`src/rtl/iiitb_gc.sv`:
```
// iiitb_gc: synchronous Gray-code counter.
// A binary count register is advanced on enabled edges and its Gray image
// is loaded into a separate output register on the same edge.
// The output therefore comes straight from flops, and it never lags the binary count.

// One Gray output bit. It is the XOR of a binary bit and the bit above it.
module iiitb_gc_bit (
    input  logic b_hi,
    input  logic b_lo,
    output logic g
);
    // Gray bit i = bin[i+1] ^ bin[i]; the top bit sees a constant 0 above it
    always_comb g = b_hi ^ b_lo;
endmodule

module iiitb_gc #(
    parameter int WIDTH = 8
) (
    input  logic             clk,
    input  logic             enable,
    input  logic             reset,
    output logic [WIDTH-1:0] gray_count
);
    logic [WIDTH-1:0] bin;
    logic [WIDTH-1:0] bin_next;
    logic [WIDTH:0]   bin_ext;
    logic [WIDTH-1:0] gray_next;

    // Next binary value; it wraps naturally modulo 2^WIDTH
    always_comb begin
        bin_next = bin + WIDTH'(1);
        bin_ext  = {1'b0, bin_next};
    end

    // The Gray image of the next count is built one bit per cell
    for (genvar i = 0; i < WIDTH; i++) begin : g_bit
        iiitb_gc_bit u_bit (
            .b_hi (bin_ext[i+1]),
            .b_lo (bin_ext[i]),
            .g    (gray_next[i])
        );
    end

    // Both registers move together, so gray_count == bin ^ (bin >> 1) after every edge
    always_ff @(posedge clk) begin
        if (!reset) begin
            bin        <= '0;
            gray_count <= '0;
        end else if (enable) begin
            bin        <= bin_next;
            gray_count <= gray_next;
        end
    end
endmodule

```
`config.mk`:
```
export PLATFORM = sky130hd
export DESIGN_NAME = iiitb_gc
export DESIGN_NICKNAME = d
export VERILOG_FILES = /design/src/rtl/iiitb_gc.sv
export SDC_FILE = /design/constraint.sdc
export NUM_CORES = 1
export LEC_CHECK = 0
export ABC_AREA = 1
export ABC_CLOCK_PERIOD_IN_PS = 1900
export BUFFER_PORTS_ARGS = -buffer_cell sky130_fd_sc_hd__buf_4
export CAP_MARGIN = 30
export CORE_MARGIN = 2
export CORE_UTILIZATION = 40
export CTS_CLUSTER_SIZE = 40
export DETAILED_ROUTE_END_ITERATION = 12
export SLEW_MARGIN = 20
export SYNTH_ARGS = -nofsm -noshare
export SYNTH_HDL_FRONTEND = slang
export SYNTH_SLANG_ARGS = --single-unit
```
`constraint.sdc`:
```
create_clock -name clk -period 1.9 [get_ports clk]
set_input_delay 0.38 -clock clk [delete_from_list [all_inputs] [get_ports clk]]
set_output_delay 0.38 -clock clk [all_outputs]
set_load 0.1 [all_outputs]
```
* Word-level counts from Yosys, hierarchy flattened
Index checks and enable logic that the tools add are counted.
** Cells by class
- Add/subtract/negate cells :: 1
- Bitwise gates (word level) :: 7
** Operators with widths (count)
- 8-bit by 1-bit adder with 8-bit output, second input constant :: 1
- 1-bit bitwise XOR :: 7
** Storage, ports and cells
- Register bits :: 16
- Input port bits :: 3
- Output and inout port bits :: 8
- Word-level logic and storage cells :: 10

* Longest topological paths before layout
- Depth in word-level cells :: 2
- Gate-level depth with buffers :: 9
- Depth with buffers taken out :: 9

* Hierarchy
Synthesis repeated with hierarchy kept, for this count alone.
** Unflattened totals
- Cells, all modules :: 147
- Area, all modules :: 867.1 um^2
** Modules (own cells, without submodules)
- iiitb_gc :: times used 1, cells an instance 107, area each 716.9 um^2, seq. area each 320.3 um^2
- iiitb_gc_bit :: times used 8, cells an instance 5, area each 18.8 um^2, seq. area each 0.0 um^2

* Worst setup path after synthesis
Ideal clock, no wire load.
- Path kind :: register to register
- From :: register, netlist name gray_count[6]
- To :: register gray_count[6]
- Setup time :: 0.064 ns
- Data arrival time :: 1.259 ns
- Data required time :: 1.836 ns
- Slack :: 0.577 ns
- Cell stages (with the launch flop) :: 5
- Buffers on the path :: 0
- Clock period less this slack :: 1.323 ns
- Cell sequence :: dfxtp_1 nor2_1 nor2_1 o21ai_1 nor2_1
** RTL lines
- end signal, assigned :: line 51 : gray_count <= gray_next;
- end, declared :: line 22 : output logic [WIDTH-1:0] gray_count

* Worst setup path in the final report
- From :: register bin[0]
- To :: register gray_count[4]
** Between the ends
- Cells in the longest elaborated chain, start to end :: 2
** RTL lines
- start, declared :: line 24 : logic [WIDTH-1:0] bin;
- start signal, assigned :: line 50 : bin <= bin_next;
- 8-bit by 1-bit adder with 8-bit output :: line 31 : bin_next = bin + WIDTH'(1);
- 1-bit bitwise XOR :: line 13 : always_comb g = b_hi ^ b_lo;
No other way between the ends.
A chain may end at the register's enable or synchronous reset.

==> run_results.csv <==
group,metric,value,unit
synthesis,yosys.area_share.simple,36.3,%
critical_path,end_kind,"register",
critical_path,crit_required,2.09,ns
placed_design,place_area,897,um2
clock_network,ctsHoldBuffers,0,
clock_network,clockBufferDepth,2,
final_layout,syn_to_final_growth,13.2,%
timing,period_needed,1.40,ns
floorplanning,placementRows,16,
final_layout,final_cell_mix,"29 x nand2_1, 16 x nor2_1, 15 x dfxtp_1",
route,drtIter0Drc,14,
timing,clock.fmax,0.714,GHz
floorplanning,core_area,1940,um2
synthesis,ys_warn_count,0,
placed_design,pre_cts_ws,0.511,ns
route,dr.pass1.iters,4,
power_and_ir_drop,power_frac_seq,50.8,%
critical_path,max_stage_delay,0.44,ns
timing,clock_skew,0.00619,ns
synthesis,yosys.cell_types.count,23,
route,wl_per_cell,10.5,um
placed_design,gp_congestion,0.753,
critical_path,cp-start-kind,"register",
clock_network,cts_inserted_buffers,3,
synthesis,muxShareOfSynthArea,0,%
final_layout,diodes,0,
clock_network,cts_resized,0,
floorplanning,pin_count,11,
clock_network,htreeDepth,1,
synthesis,avgSynthCellArea,6.74,um2
grt,first_global_vias,627,
power_and_ir_drop,ir_drop,322,uV
power_and_ir_drop,power.leakage,0.414,nW
power_and_ir_drop,p_int,0.445,mW
timing,period_share,73.7,%
timing,slew_headroom,67.5,%
synthesis,yosysSeqAreaShare,36.8,%
floorplanning,fp.dieW,49.2,um
synthesis,synth_ff_type,"dfxtp_1",
final_layout,nFillCells,216,
final_layout,final_cells,158,
grt,grt_pass1_wl,2.76,mm
timing,tns,0,ns
route,drt-total-wl,1.67,mm
synthesis,netlist_area,816,um2
timing,whs,0.356,ns
final_layout,finalInstanceArea,923,um2
synthesis,synthesis.nets,125,
placed_design,dpl.cell_count,154,
min_path,hold_path.class,"primary input to register",
timing,grt_setup_unrepaired,"no",
power_and_ir_drop,clkPwrFrac,28.4,%
power_and_ir_drop,power_frac_comb,20.8,%
route,route.detailed.drc,0,
synthesis,synth.area.top_cells,"dfxtp_1 37%, nand2_1 13%, nand3_1 7.4%",
grt,grt_util_all_layers,15.1,%
power_and_ir_drop,p_sw,0.226,mW
power_and_ir_drop,p_per_area,727,nW/um2
placed_design,dp_hpwl,1.17,mm
final_layout,mostFrequentLayoutCell,"nand2_1",
clock_network,post-cts-setup-buffers,0,
timing,hold_viol,0,
route,vias_per_cell,4.79,
clock_network,clock_sinks,15,
synthesis,synthAdderAreaFrac,1.53,%
critical_path,crit_arrival,1.59,ns
grt,grt_remaining_overflow,0,
critical_path,cp_max_fo,5,
critical_path,cp_slowest_cell,"dfxtp_1",
clock_network,clk_latency,0.28,ns
synthesis,synth-edff-count,0,
critical_path,path_buf_inv,1,
grt,grt_max_degree,18,
synthesis,syn_inst,121,
route,vias,757,
synthesis,synth_seq_cells,15,
route,ant_nets,0,
critical_path,critPathTopFamily,"flip-flops",
outcome,status,"complete, no violations",
flow_run,drv_cap,0,
critical_path,path_cells,"ha_1 -> nand2_1 -> inv_2 -> nand3_1 -> nand3_1 -> nand2_1 -> a21oi_1 -> nor2_1",
timing,timing.final.ws_setup,0.499,ns
floorplanning,die_y,49.2,um
placed_design,port_buffers,10,
synthesis,synth_compound_area_share,12.9,%
final_layout,layout-drive-gt1-share,17.6,%
critical_path,worstSetupStartpoint,"bin[0]$_SDFFE_PN0P_",
synthesis,async_flop_share,0,%
final_layout,layout.nets,136,
clock_network,clk_pin_slew_worst_paths,0.10,ns
critical_path,critPathKind,"register to register",
clock_network,cts-root-buf,"clkbuf_4",
synthesis,synthXorXnorAreaFrac,2.15,%
grt,antenna_found_initial,0,
floorplanning,die_area,2420,um2
timing,setup_viol,0,
clock_network,cts_tree,"yes",
power_and_ir_drop,switching_share,33.6,%
floorplanning,start_util,42.0,%
synthesis,synth.largest_area_cell,"dfxtp_1",
min_path,min_from,"reset",
timing,tightest_slew,0.487,ns
critical_path,timing.rr.start,"bin[0]$_SDFFE_PN0P_",
timing,slew_viol_final,0,
synthesis,synth_top_family_by_area,"simple AND/OR/NAND/NOR gates",
synthesis,synth_top_area_share,36.8,%
area by class of cell:
type	count	area [um2]	area share, %
timing repair buffer	10	75.1	8.13
sequential	15	300	32.5
inverter	15	56.3	6.10
clock buffer	4	26.3	2.85
tap	27	33.8	3.66
multi-input combinational	87	432	46.7
synth_stat cells (2+ instances only):
cell / instances
nand2_2: 4
nand3_1: 12
dfxtp_1: 15
nand2_1: 29
inv_2: 2
buf_4: 3
inv_1: 13
nor2_4: 2
o21ai_0: 3
a21oi_1: 7
nor2_1: 16
xnor2_1: 2
o21ai_1: 2
o21bai_1: 2
tightest hold or removal path: stages:
cell and delay, ns:
buf_4 0.13, nand2_1 0.06, inv_1 0.04
layer usage:
metal  GRT usage (%)  wire length [um]
met5               0                 0
met4            7.14                12
met3            3.99                67
met1            20.1               825
met2            22.5               760
final timing paths:
path / endpoint / depth (start not counted) / slack, ns
worst max-delay path: gray_count[4]$_SDFFE_PN0P_ / 8 / 0.50
worst min-delay path: gray_count[2]$_SDFFE_PN0P_ / 3 / 0.36
worst max register to register: gray_count[4]$_SDFFE_PN0P_ / 8 / 0.50
worst min register to register: gray_count[1]$_SDFFE_PN0P_ / 2 / 0.49
cell families (layout without fill, tap and decap cells):
| kind of cell | Yosys count | after routing |
|---|---|---|
| xor+xnor | 2 | 2 |
| flops | 15 | 15 |
| compound gates | 18 | 18 |
| fa+ha+maj | 1 | 1 |
| buf+inv | 19 | 29 |
| simple gates | 66 | 66 |
sequential cells by signal (all words and copies together) (netlist names):
register,count
gray_count,8
bin,7
stage by stage:
| step | total power, mW | utilization (%) |
|---|---|---|
| floorplan | 0.463 | - |
| global placement | 0.487 | 46.2 |
| detailed placement | 0.488 | 46.2 |
| CTS | 0.680 | 47.6 |
| global route | 0.706 | 47.6 |
| finish | 0.671 | 47.6 |
power by group through the flow:
| stage | Clock (mW) | Sequential (mW) | Combinational (mW) |
|---|---|---|---|
| 3_5_place_dp | 0 | 0.348 | 0.140 |
| 6_report | 0.191 | 0.341 | 0.140 |
| 2_1_floorplan | 0 | 0.399 | 0.0641 |
| 4_1_cts | 0.199 | 0.341 | 0.140 |
| 3_3_place_gp | 0 | 0.347 | 0.140 |
| 5_1_grt | 0.213 | 0.343 | 0.150 |
(Power assumes the default switching activity.)
